**config.mk**
```make
export PLATFORM = sky130hd
export DESIGN_NAME = quad_1x2_demux_fifo
export DESIGN_NICKNAME = d
export VERILOG_FILES = /design/src/rtl/quad_1x2_demux_fifo.sv
export SDC_FILE = /design/constraint.sdc
export NUM_CORES = 1
export LEC_CHECK = 0
export CORE_ASPECT_RATIO = 1.75
export CORE_UTILIZATION = 45
export DETAILED_ROUTE_END_ITERATION = 8
export HOLD_SLACK_MARGIN = 0.15
export PLACE_DENSITY = 0.73
export RECOVER_POWER = 50
export SYNTH_ARGS = -nofsm -noshare
export SYNTH_HDL_FRONTEND = slang
export SYNTH_SLANG_ARGS = --single-unit
```
**constraint.sdc**
```tcl
create_clock -name clock -period 1.4 [get_ports clock]
set_clock_uncertainty 0.1 [all_clocks]
set_input_delay 0.28 -clock clock [delete_from_list [all_inputs] [get_ports clock]]
set_output_delay 0.28 -clock clock [all_outputs]
set_load 0.02 [all_outputs]
```
**src/rtl/quad_1x2_demux_fifo.sv**
```systemverilog
// Registered 1-to-2 demux steering one valid/ready stream into two FIFO channels.
// Define DEMUX_COUNT_EN to add saturating per-channel pop counters (a_count, b_count).
module quad_1x2_demux_fifo #(
    parameter int W     = 4,
    parameter int DEPTH = 2
) (
    input  logic         clock,
    input  logic         reset_b,
    input  logic         in_valid,
    output logic         in_ready,
    input  logic         in_sel,
    input  logic [W-1:0] in_data,
    output logic         a_valid,
    input  logic         a_ready,
    output logic [W-1:0] a_data,
    output logic         b_valid,
    input  logic         b_ready,
`ifdef DEMUX_COUNT_EN
    output logic [W-1:0] b_data,
    output logic [7:0]   a_count,
    output logic [7:0]   b_count
`else
    output logic [W-1:0] b_data
`endif
);

    localparam int AW = $clog2(DEPTH);
    localparam logic [AW:0] FULL_CNT = (AW+1)'(DEPTH);

    // channel index 0 is a, 1 is b
    logic [W-1:0]  mem [2][DEPTH];
    logic [AW-1:0] wp  [2];
    logic [AW-1:0] rp  [2];
    logic [AW:0]   cnt [2];

    logic [1:0] vld;
    logic [1:0] rdy;
    logic [1:0] full;
    logic [1:0] push;
    logic [1:0] pop;
    logic       acc;

    always_comb begin
        for (int c = 0; c < 2; c++) begin
            vld[c]  = (cnt[c] != '0);
            full[c] = (cnt[c] == FULL_CNT);
        end
    end

    assign rdy      = {b_ready, a_ready};
    assign in_ready = in_sel ? !full[0] : !full[1];
    assign acc      = in_valid & in_ready;
    assign push     = {acc & !in_sel, acc & in_sel};
    assign pop      = vld & rdy;

    assign a_valid = vld[0];
    assign b_valid = vld[1];
    assign a_data  = mem[0][rp[0]];
    assign b_data  = mem[1][rp[1]];

    always_ff @(posedge clock or negedge reset_b) begin
        if (!reset_b) begin
            for (int c = 0; c < 2; c++) begin
                for (int i = 0; i < DEPTH; i++) begin
                    mem[c][i] <= '0;
                end
                wp[c]  <= '0;
                rp[c]  <= '0;
                cnt[c] <= '0;
            end
        end else begin
            for (int c = 0; c < 2; c++) begin
                if (push[c]) begin
                    mem[c][wp[c]] <= in_data;
                    wp[c]         <= wp[c] + AW'(1);
                end
                if (pop[c]) begin
                    rp[c] <= rp[c] + AW'(1);
                end
                if (push[c] && !pop[c]) begin
                    cnt[c] <= cnt[c] + (AW+1)'(1);
                end else if (!push[c] && pop[c]) begin
                    cnt[c] <= cnt[c] - (AW+1)'(1);
                end
            end
        end
    end

`ifdef DEMUX_COUNT_EN
    logic [7:0] pops [2];

    always_ff @(posedge clock or negedge reset_b) begin
        if (!reset_b) begin
            pops[0] <= '0;
            pops[1] <= '0;
        end else begin
            for (int c = 0; c < 2; c++) begin
                if (pop[c] && pops[c] != 8'hff) begin
                    pops[c] <= pops[c] + 8'd1;
                end
            end
        end
    end

    assign a_count = pops[0];
    assign b_count = pops[1];
`endif

endmodule

```
# Yosys cells after proc, flatten, opt, wreduce, memory -nomap -nowiden
# Cells that the tools add are included.
word_totals:
  reg_bits: 24
  input_bits: 10
  output_inout_bits: 11
classes:
  addsub: 8
  magnitude_cmp: 6
  n_eq_ne: 2
  mux: 17
  bitwise_logic: 8
  reduce_logical: 17
op_table:
  columns: ["op", "n"]
  rows:
  - ["4-bit 2-to-1 mux", 8]
  - ["8-bit bitwise mux", 2]
  - ["4-bit demux with 1-bit select", 2]
  - ["2-bit greater-or-equal comparator, second input constant", 4]
  - ["2-bit 2-to-1 mux", 4]
  - ["1-bit inverter with 2-bit output", 4]
  - ["2-bit nonzero test", 4]
  - ["1-bit logical NOT", 7]
  - ["1-bit logical AND", 6]
  - ["1-bit adder, second input constant", 4]
  - ["2-bit by 1-bit adder with 2-bit output, second input constant", 2]
  - ["2-bit == test, second input constant", 2]
  - ["2-bit by 1-bit < comparator with 1-bit output, second input constant", 2]
  - ["2-bit by 1-bit subtractor with 2-bit output, second input constant", 2]
  - ["1-bit bitwise AND", 3]
  - ["2-bit bitwise AND", 1]
  - ["1-bit 2-to-1 mux", 1]

# Longest topological paths before layout
# Gate-level depths: netlist of run 1.
logic_depth:
  depth_word: 9
  depth_mapped: 6
  depth_no_buf: 6

# Least setup slack after synthesis of run 1
# No wires, ideal clock.
synth_timing:
  path_kind: "reg-to-reg"
  start: "reg cnt[0] in the netlist's numbering"
  end: "reg cnt[1] in the netlist's numbering"
  arrival_ns: 1.362
  t_required_ns: 1.175
  path_slack_ns: -0.188
  stages_incl_launch_ff: 7
  n_path_buf: 0
  cell_sequence: "dfrtp_1 -> or2_2 -> nand2_1 -> ha_1 -> xor2_1 -> nor2_1 -> xor2_1"
synth_via:
  word_cells_on_any_way: 16
synth_rtl:
  columns: ["item", "line_no", "rtl"]
  rows:
  - ["from (decl)", "34", "logic [AW:0] cnt [2];"]
  - ["from (signal, indexed assignment)", "81", "cnt[c] <= cnt[c] + (AW+1)'(1);"]
  - ["from (signal, indexed assignment)", "83", "cnt[c] <= cnt[c] - (AW+1)'(1);"]
  - ["2-bit nonzero test *", "45", "vld[c] = (cnt[c] != '0);"]
  - ["net b_valid", "16", "output logic b_valid,"]
  - ["2-bit bitwise AND *", "54", "assign pop = vld & rdy;"]
  - ["1-bit logical NOT", "80", "if (push[c] && !pop[c]) begin"]
  - ["1-bit logical AND", "80", null]
  - ["2-bit 2-to-1 mux / 2-bit nonzero test (equally long branches)", null, null]
# Mark *: on every way through the listed nets, which the timed path passes. The rest lies on a longest branch. The select of a mux whose other input is x is not followed.
# A chain may end at the register's enable or synchronous reset.

# Final worst setup path of run 1
layout_timing:
  start: "reg cnt[2] in the netlist's numbering"
  end: "reg mem[13] in the netlist's numbering"
layout_via:
  elab_chain_cells: 5
layout_rtl:
  columns: ["item", "line_no", "rtl"]
  rows:
  - ["2-bit == test", "46", "full[c] = (cnt[c] == FULL_CNT);"]
  - ["1-bit logical NOT", "51", "assign in_ready = in_sel ? !full[0] : !full[1];"]
  - ["1-bit 2-to-1 mux", "51", null]
  - ["1-bit bitwise AND", "52", "assign acc = in_valid & in_ready;"]
  - ["1-bit bitwise AND", "53", "assign push = {acc & !in_sel, acc & in_sel};"]
  - ["to (signal, indexed assignment)", "74", "mem[c][wp[c]] <= in_data;"]
  - ["to (decl)", "31", "logic [W-1:0] mem [2][DEPTH];"]
# No other way between the ends.

==> results of run 1 <==
## area by class of cell
class | instances | area share
multi-input combinational | 55 | 0.386
timing repair buffer | 46 | 0.237
tap | 25 | 0.0174
sequential | 24 | 0.337
clock buffer | 3 | 0.0230
## synth_stat cells
master	number
a21oi_1	1
nor3b_4	1
nand4b_1	1
nor3b_1	1
dfrtp_1	24
and2b_1	1
ha_1	2
mux2_2	24
nand3_1	1
and2_2	1
nor2_1	3
or2_2	2
and2_4	1
nand2b_1	2
nor2b_1	1
xor2_1	6
xnor2_1	4
nand2_1	2
nor4b_4	1
## per-stage QoR
| step | power (mW) | utilization | hold WS [ns] | instance area [sq um] |
|---|---|---|---|---|
| detailed placement | 3.53 | 0.676 | 0.392 | 1580 |
| CTS | 4.36 | 0.760 | 0.279 | 1770 |
| floorplan | 2.54 | - | -0.116 | 1180 |
| global route | 4.72 | 0.771 | 0.422 | 1800 |
| finish | 4.47 | 0.771 | 0.413 | 1800 |
| global placement | 3.44 | 0.676 | 0.381 | 1580 |
## cell families after synthesis
logic type | Yosys count | synth area share
xor gates and xnor gates | 10 | 0.0778
AOI/OAI and AO/OA | 1 | 0.00444
muxes | 24 | 0.240
adders and majority gates | 2 | 0.0222
DFF | 24 | 0.533
and+or+nand+nor | 18 | 0.122
## registers in the layout, summed over array words and instances (netlist names)
register and flops:
cnt 4, mem 16, rp 2, wp 2
## layout by cell type (no fill, tap or decap), drive strengths merged, types with 2 or more instances in the layout
cell           synthesis  layout
nor3b                  2       2
clkdlybuf4s50          0       6
xor2                   6       6
ha                     2       2
nand2b                 2       2
nor2                   3       3
mux2                  24      24
xnor2                  4       4
and2                   2       2
dlygate4sd2            0       2
or2                    2       2
buf                    0      36
clkbuf                 0       4
dfrtp                 24      24
nand2                  2       2
## power groups by stage
| stage | clock, mW | combinational, mW | sequential [mW] |
|---|---|---|---|
| floorplan | 0 | 1.25 | 1.29 |
| global placement | 0 | 2.14 | 1.30 |
| detailed placement | 0 | 2.20 | 1.33 |
| CTS | 0.397 | 2.59 | 1.37 |
| global route | 0.424 | 2.85 | 1.44 |
| finish | 0.382 | 2.70 | 1.39 |
## how the worst max path moves through the flow
stage                           to  slack [ns]          startpoint
2_1_floorplan   cnt[1]$_DFFE_PN0P_        -0.1  cnt[1]$_DFFE_PN0P_
3_3_place_gp              in_ready       -0.54              in_sel
3_5_place_dp              in_ready       -0.56              in_sel
4_1_cts         cnt[3]$_DFFE_PN0P_       -0.22  cnt[3]$_DFFE_PN0P_
5_1_grt        mem[13]$_DFFE_PN0P_       -0.29  cnt[2]$_DFFE_PN0P_
6_report       mem[13]$_DFFE_PN0P_       -0.22  cnt[2]$_DFFE_PN0P_
## per-layer routing
layer / track usage / vias to the layer above
met5: 0 / -
met4: 0.0905 / 0
met3: 0.0195 / 4
met2: 0.367 / 15
met1: 0.213 / 392
li1: - / 373
## worst max-delay path, delay by kind of cell, from the launching register on
family                 cells  cell delay [ns]
buffers and inverters      2             0.28
muxes                      1             0.28
DFF                        1             0.39
and+or+nand+nor            2             0.46
## repair_timing
| item | CTS | global route |
|---|---|---|
| buffers inserted | 6 | 0 |
| gates resized for setup | 90 | 13 |
| endpoints found under the setup margin | 31 | 31 |
| pin swaps | 9 | 1 |
==> run metrics, run 1 <==
switching share of total power 0.334; fin crit period 1.62 ns; met1 WL 893 um; CP Class reg -> reg; Post-Syn Area 1130 sq um; crit path launch type flop; Gate power share 0.603; I/O Buffers 20; Pleak 0.854 nW; final setup margin -0.224 ns; Synth Instances 79; clk slew on worst S/H paths 0.07 ns; drt total wl 2330 um; GRT Overall Usage 0.199; via density per instance 5.12; global-route wire length before repair 3720 um; largest net degree at the start of global routing 25; CTS tree yes; setup TNS -3.39 ns; status complete, but fails checks; CTS sink cnt 24; hpwl dp 1650 um; Initial Util 0.483; n_diodes 0; Die W 39.8 um; synthesized flop and latch total 24; Syn Area/Cell 14.3 sq um; # fillers 164; Clock power frac 0.085; hold depth 1; Site Rows 23; hold_sp mem[10]$_DFFE_PN0P_; fraction of layout cells with a size suffix above 1 0.664; count of cell types in the netlist 19; Setup WS pre-CTS -0.563 ns; Flop pwr share 0.312; Slew Limit Headroom 0.605; Final Setup Violations 26; htree depth 1; final hold viol count 0; Area growth syn-to-layout 59.7%; top cells by area, synth dfrtp_1 (53%), mux2_2 (24%), xor2_1 (4.7%), xnor2_1 (3.1%), ha_1 (2.2%); fraction of the yosys area taken by sequential cells 0.533; top cell type's share of synthesized area 0.533; DR iter-0 viols 9; cts hold-fix bufs 0; Longest Clk Path Bufs 2; CP max FO 3; routed len/inst 15.2 um; synth warn 0; TritonCTS buffer count 3; top cell type by total area after synthesis dfrtp_1; drt pass-1 iters 2; initial antenna violation count 0; GPL Wtd Cong 0.657; WHS Endpoint mem[10]$_DFFE_PN0P_; failing checks setup timing; dpl cells 144; Arr. time, crit path 1.67 ns; multi-input logic area 693 sq um; Antenna Violating Nets Remaining 0; maximum achievable frequency 616 MHz; Die Ht 68.2 um; Final period util 1.16; DRC violations left 0; slowest stage delay, CP 0.39 ns; Psw 1.49 mW; Int Power 2.98 mW; syn nets 91; Skew-Pair Late Insertion Delay 0.26 ns; Power Density 2490 nW/um^2; worst r2r dst mem[13]$_DFFE_PN0P_; worst path required time 1.44 ns; R2R cell count 5; final slew viol count 0; clock root buffer clkbuf_8; crit path cell chain and2b_1 > buf_6 > nor3b_4 > buf_4 > mux2_4; final cell count without fillers 153; reg-to-reg critical path startpoint cnt[2]$_DFFE_PN0P_; Worst-Margin Slew 0.592 ns; top routing layer used met4; GRT Residual Overflow 0; VDD IR max 1360 uV; IO Pins 21; Nets 142; Max Cap Viol 0; core area 2330 sq um; FF-to-FF setup slack -0.22 ns; routed wl met3 48 um; Die ar. 2710 sq um; via count 784; CP max stage cell dfrtp_1; Crit. End Element flop; register area 606 sq um; vias in the first global route 867; RSZ-0062 raised after global routing yes; worst hold-check path type reg -> reg; WL met2 1350 um
(Power assumes the default switching activity.)
==> run 2, diff against run 1 <==
DONT_BUFFER_PORTS = 1   (was not set)
PLACE_DENSITY = not set   (was 0.73)
==> run 2 against run 1 <==
Effect of this change:
- the flow still finishes with violations (setup timing)
- global-route usage shrank 2.2 points
- worst hold slack lost 0.24 ns
- die area is the same
- first-iteration DRC count shrank 89%
- design area shrank 9.0%
- non-clock buffer count shrank 15
- clock-buffer cell count grew 1
- setup slack gained 0.036 ns
- sequential power shrank 3%
- largest cell class unchanged
==> run metrics, run 2 (synthesis results as in run 1) <==
failing checks setup timing (unchanged); Slew Limit Headroom 0.131 (was 0.605); GRT Overall Usage 0.177 (was 0.199); fraction of layout cells with a size suffix above 1 0.667 (was 0.664); RSZ-0062 raised after global routing yes (unchanged); commonest cells after routing, fill and taps aside dfrtp_1 (21), buf_4 (21), mux2_4 (16) (was mux2_4 (20), dfrtp_1 (20), buf_4 (19)); largest net degree at the start of global routing 25 (unchanged); CTS tree yes (unchanged); FF-to-FF setup slack -0.17 ns (was -0.22 ns); CP max FO 3 (unchanged); dpl cells 120 (was 144); final core utilization 0.702 (was 0.771); initial antenna violation count 0 (unchanged); Max Cap Viol 0 (unchanged); final cell count without fillers 139 (was 153); GR Util met1 0.187 (was 0.213); Skew-Pair Late Insertion Delay 0.26 ns (about the same); clock root buffer clkbuf_8 (unchanged); clk slew on worst S/H paths 0.08 ns (was 0.07 ns); Antenna Violating Nets Remaining 0 (unchanged); core area 2330 sq um (unchanged); met2 Usage GRT 0.314 (was 0.367); routed len/inst 15.8 um (was 15.2 um); TritonCTS buffer count 3 (unchanged); DRC violations left 0 (unchanged); fin crit period 1.59 ns (was 1.62 ns); DR iter-0 viols 1 (was 9); final slew viol count 0 (unchanged); Die Ht 68.2 um (unchanged); final setup margin -0.188 ns (was -0.224 ns); Area growth syn-to-layout 45.2% (was 59.7%); Initial Util 0.483 (unchanged); status complete, but fails checks (unchanged); vias in the first global route 762 (was 867); Pwr Total 4.03 mW (was 4.47 mW); GR Layer Usage met3 0.0260 (was 0.0195); Longest Clk Path Bufs 2 (unchanged); GRT Residual Overflow 0 (unchanged); crit path launch type flop (unchanged); Final period util 1.13 (was 1.16); Biggest register mem (unchanged); Arr. time, crit path 1.21 ns (was 1.67 ns); setup TNS -2.25 ns (was -3.39 ns); register area 604 sq um (was 606 sq um); max reg flops 16 (unchanged); Pleak 0.756 nW (was 0.854 nW); biggest regs mem: 16 flops, cnt: 4 flops (unchanged); gr busiest metal met2 (unchanged); maximum achievable frequency 630 MHz (was 616 MHz); Die ar. 2710 sq um (unchanged); drt pass-1 iters 2 (unchanged); CP delay by family, top flip-flops (was simple AND/OR/NAND/NOR gates); slowest stage delay, CP 0.40 ns (was 0.39 ns); via count 721 (was 784); Nets 127 (was 142); Power Density 2460 nW/um^2 (was 2490 nW/um^2); VDD IR max 1560 uV (was 1360 uV); hpwl dp 1440 um (was 1650 um); most used cell, CP buf_4; via density per instance 5.19 (was 5.12); Final Setup Violations 22 (was 26); IO Pins 21 (unchanged); drt total wl 2190 um (was 2330 um); CTS sink cnt 24 (unchanged); CP Class reg -> out (was reg -> reg); I/O Buffers 0 (was 20); Crit. End Element primary output (was flop); Worst-Margin Slew 1.30 ns (was 0.592 ns); # fillers 162 (was 164); final hold viol count 0 (unchanged); worst path required time 1.02 ns (was 1.44 ns); global-route wire length before repair 3240 um (was 3720 um); Worst Path Buf+Inv 2 (unchanged); Site Rows 23 (unchanged); n_diodes 0 (unchanged); GPL Wtd Cong 0.649 (was 0.657); CP max stage cell dfrtp_1 (unchanged); Die W 39.8 um (unchanged); crit path cell chain nand2b_4 > buf_4 > nor2_2 > a21oi_2 > buf_4 (was and2b_1 > buf_6 > nor3b_4 > buf_4 > mux2_4); worst hold-check path type in -> reg (was reg -> reg); multi-input logic area 688 sq um (was 693 sq um); htree depth 1 (unchanged)
==> run 2: cell count changes in the layout (fill, tap and decap cells not counted), sizes merged <==
cell	before	now
dlygate4sd3	1	5
buf	36	25
clkbuf	4	5
clkdlybuf4s50	6	0
dlygate4sd2	2	0
==> run 2: worst paths after layout <==
kind,from,cells after the start,to
max in group asynchronous,reset_b,1,rp[0]$_DFFE_PN0P_
worst min-delay path,b_ready,3,rp[0]$_DFFE_PN0P_
min in group asynchronous,reset_b,1,mem[11]$_DFFE_PN0P_
worst max register to register,cnt[3]$_DFFE_PN0P_,8,cnt[3]$_DFFE_PN0P_
worst max-delay path,cnt[0]$_DFFE_PN0P_,5,in_ready
worst min register to register,mem[3]$_DFFE_PN0P_,1,mem[3]$_DFFE_PN0P_
==> run 2: tightest hold or removal path: stages <==
cell	delay, ns
nand2_4	0.05
buf_4	0.10
xnor2_1	0.06
==> run 2: stage by stage <==
step | setup WS [ns] | cell area [sq um] | hold slack (ns)
final | -0.188 | 1640 | 0.171
after global routing | -0.239 | 1640 | 0.163
after CTS | -0.200 | 1630 | 0.158
after detailed placement | -0.152 | 1330 | -0.115
after global placement | -0.128 | 1330 | -0.115
after floorplan | -0.0951 | 1180 | -0.116
==> run 2: area by class of cell <==
class | instances | area share
clock buffers | 4 | 0.0337
multi-input cells | 55 | 0.421
flip-flops and latches | 24 | 0.370
well taps | 25 | 0.0191
repair buffers | 31 | 0.157
==> run 2: layer usage <==
metal  share of wire  wire, um
met1            0.41       909
met5               0         0
met2            0.55      1200
met4           0.013        28
met3           0.026        58
==> run 2: what timing repair did <==
action	4_1_cts	5_1_grt
pin swaps	5	4
gates resized for setup	29	3
endpoints found under the setup margin	23	52
hold buffers	6	0
buffers inserted	8	2
endpoints found under the hold margin	41	0
==> run 2: report_power, final <==
group	internal, mW	total [mW]	switching, mW
combinational	1.33	2.21	0.883
sequential	1.07	1.35	0.286
clock	0.251	0.462	0.211
total	2.65	4.03	1.38
==> run 3, diff against run 2 <==
CTS_CLUSTER_DIAMETER = 40   (was not set)
==> results of run 3 <==
No change in the layout: final DEF, timing and power equal those of run 2.
==> edit: new RTL, config.mk and constraints of run 1 <==
The parameter `DEPTH` goes from 2 to 4.
--- a/src/rtl/quad_1x2_demux_fifo.sv
+++ b/src/rtl/quad_1x2_demux_fifo.sv
@@ -4,3 +4,3 @@
     parameter int W     = 4,
-    parameter int DEPTH = 2
+    parameter int DEPTH = 4
 ) (
Formal check against the unedited RTL: not equivalent (a bounded check fails within 4 cycles, from zero or initial values and one cycle with reset_b low).
==> edit against run 1 <==
The run still ends with negative setup slack left. Sequential share of layout area increased by 1.0 points. Design area increased by 85%. First-iteration DRC count increased by 44%. Wire length is 110% higher. Die area up 93%. Sequential cell count rose by 22. Combinational power up 69%. Count of clock-buffer cells in the layout rose by 2. Clock power is 110% higher. Total power grew 77%. Synthesized area increased by 98%. Worst setup slack worse by 0.40 ns. Core utilization shrank 6.3 points. Largest cell class unchanged.
==> edit: results (changes against run 1) <==
whs_ns: 0.3255  # -0.08741 ns
setup-violations-final: 54  # +110%
synth_mux_area_frac: 0.2677  # +0.02772
wl_met2_mm: 2.927  # +120%
dp_slack_ns: -0.8969  # -0.3341 ns
cts_buffers: 5  # +2
drtPass1Iterations: 3  # +1
relSlewSlack: 0.7274  # +0.1223
synth_compound_area_frac: 0  # -0.004444
grt_pass1_wl_mm: 7.866  # +110%
critPathArrivalTime_ns: 2.15  # +0.48 ns
drt-initial-drc-count: 13  # +4
synthTopCellsByArea: "dfrtp_1, mux2_2, mux4_2"
htree_levels: 2  # +1
met2_usage: 0.3986  # +0.03179
grt_usage: 0.2190  # +0.02003
rr_endpoint: "cnt[5]"
drive_gt1_frac: 0.6552  # -0.008890
yosysSeqAreaShare: 0.5174  # -0.01590
setup_ws_ns: -0.6284  # -0.4039 ns
violations: "negative setup slack"
async_flop_share: 1.000  # unchanged
synth-xor-area-share: 0.04724  # -0.03053
finalWeightedCongestion: 0.7792  # +19%
wl_met3_microns: 114  # +140%
reg2reg_depth: 8  # +3
grtUsageMet3: 0.04625  # +0.02677
grt_pass1_vias: 1651  # +90%
hpwl_mm: 3.364  # +100%
outcome: "finished, violations left"
synth_commonest_cells: "dfrtp_1, mux2_2, ha_1"
synth_fa_ha_area_frac: 0.07424  # +0.05202
ir_drop_uv: 1469  # +8.3%
io_buffers: 20  # unchanged
layout.nets: 253  # +78%
routed_via_density: 5.225  # +2.0%
hp-class: "in -> async"
met1Wirelength_mm: 1.853  # +110%
slowest_delay_ns: 0.45  # +0.06 ns
cp_slowest_cell: "dfrtp_2"
synth_cell_types: 20  # +1
clock_latency_ns: 0.30  # +0.04 ns
use_met1: 0.2338  # +0.02103
p_leak_nw: 1.523  # +78%
grt_max_degree: 34  # +36%
syn_nets: 170  # +87%
==> edit: cell types whose count changed in the layout (fill, tap and decap cells not counted), moves of 3 or more <==
cell,before,now
buf_4,19,40
buf_6,17,29
dfrtp_1,20,41
ha_1,0,8
inv_1,0,4
mux2_2,4,8
mux2_4,20,28
mux4_2,0,8
nand2_1,0,3
nor3_4,0,3
nor3b_2,0,4
==> edit: through the flow <==
step	instance area (sq um)	util	instances	setup TNS [ns]
finish	3333	0.7081	284	-20.49
global route	3333	0.7081	284	-23.26
CTS	3248	0.6901	281	-20.37
detailed placement	2863	0.6082	255	-29.30
global placement	2863	0.6082	255	-27.89
floorplan	2337	-	148	-5.263
==> edit: repair_timing <==
item,CTS,global route
setup endpoints to repair,51,56
buffers inserted,20,10
pin swaps,21,13
hold endpoints to repair,46,0
hold buffers,1,0
gates resized for setup,104,27
==> edit: critical path, delay by kind of cell (launching register included) <==
kind,cells,cell delay (ns)
xor gates and xnor gates,2,0.31
adders and majority gates,2,0.45
buffers and inverters,1,0.03
DFF,1,0.45
and+or+nand+nor,3,0.59
==> edit: where the power goes <==
part | switching [mW] | leakage (nW) | internal (mW)
sequential | 0.544 | 0.544 | 2.03
combinational | 1.64 | 0.935 | 2.90
clock | 0.456 | 0.0441 | 0.351
total | 2.64 | 1.52 | 5.29
==> edit: worst max-delay path by stage <==
stage,startpoint,to,cells after the start
after CTS,cnt[3],cnt[5],8
after global placement,in_sel,cnt[2],8
after global routing,cnt[0],cnt[2],8
after detailed placement,in_sel,cnt[2],8
after floorplan,cnt[4],cnt[5],8
final,cnt[3],cnt[5],8
==> edit: area by class of cell <==
cell class,instances,area [sq um]
flip-flops and latches,46,1157
clock inverters,3,21.27
well taps,52,65.06
multi-input cells,93,1279
inverters,6,22.52
repair buffers,79,719.4
clock buffers,5,68.82
fillers,331,1374
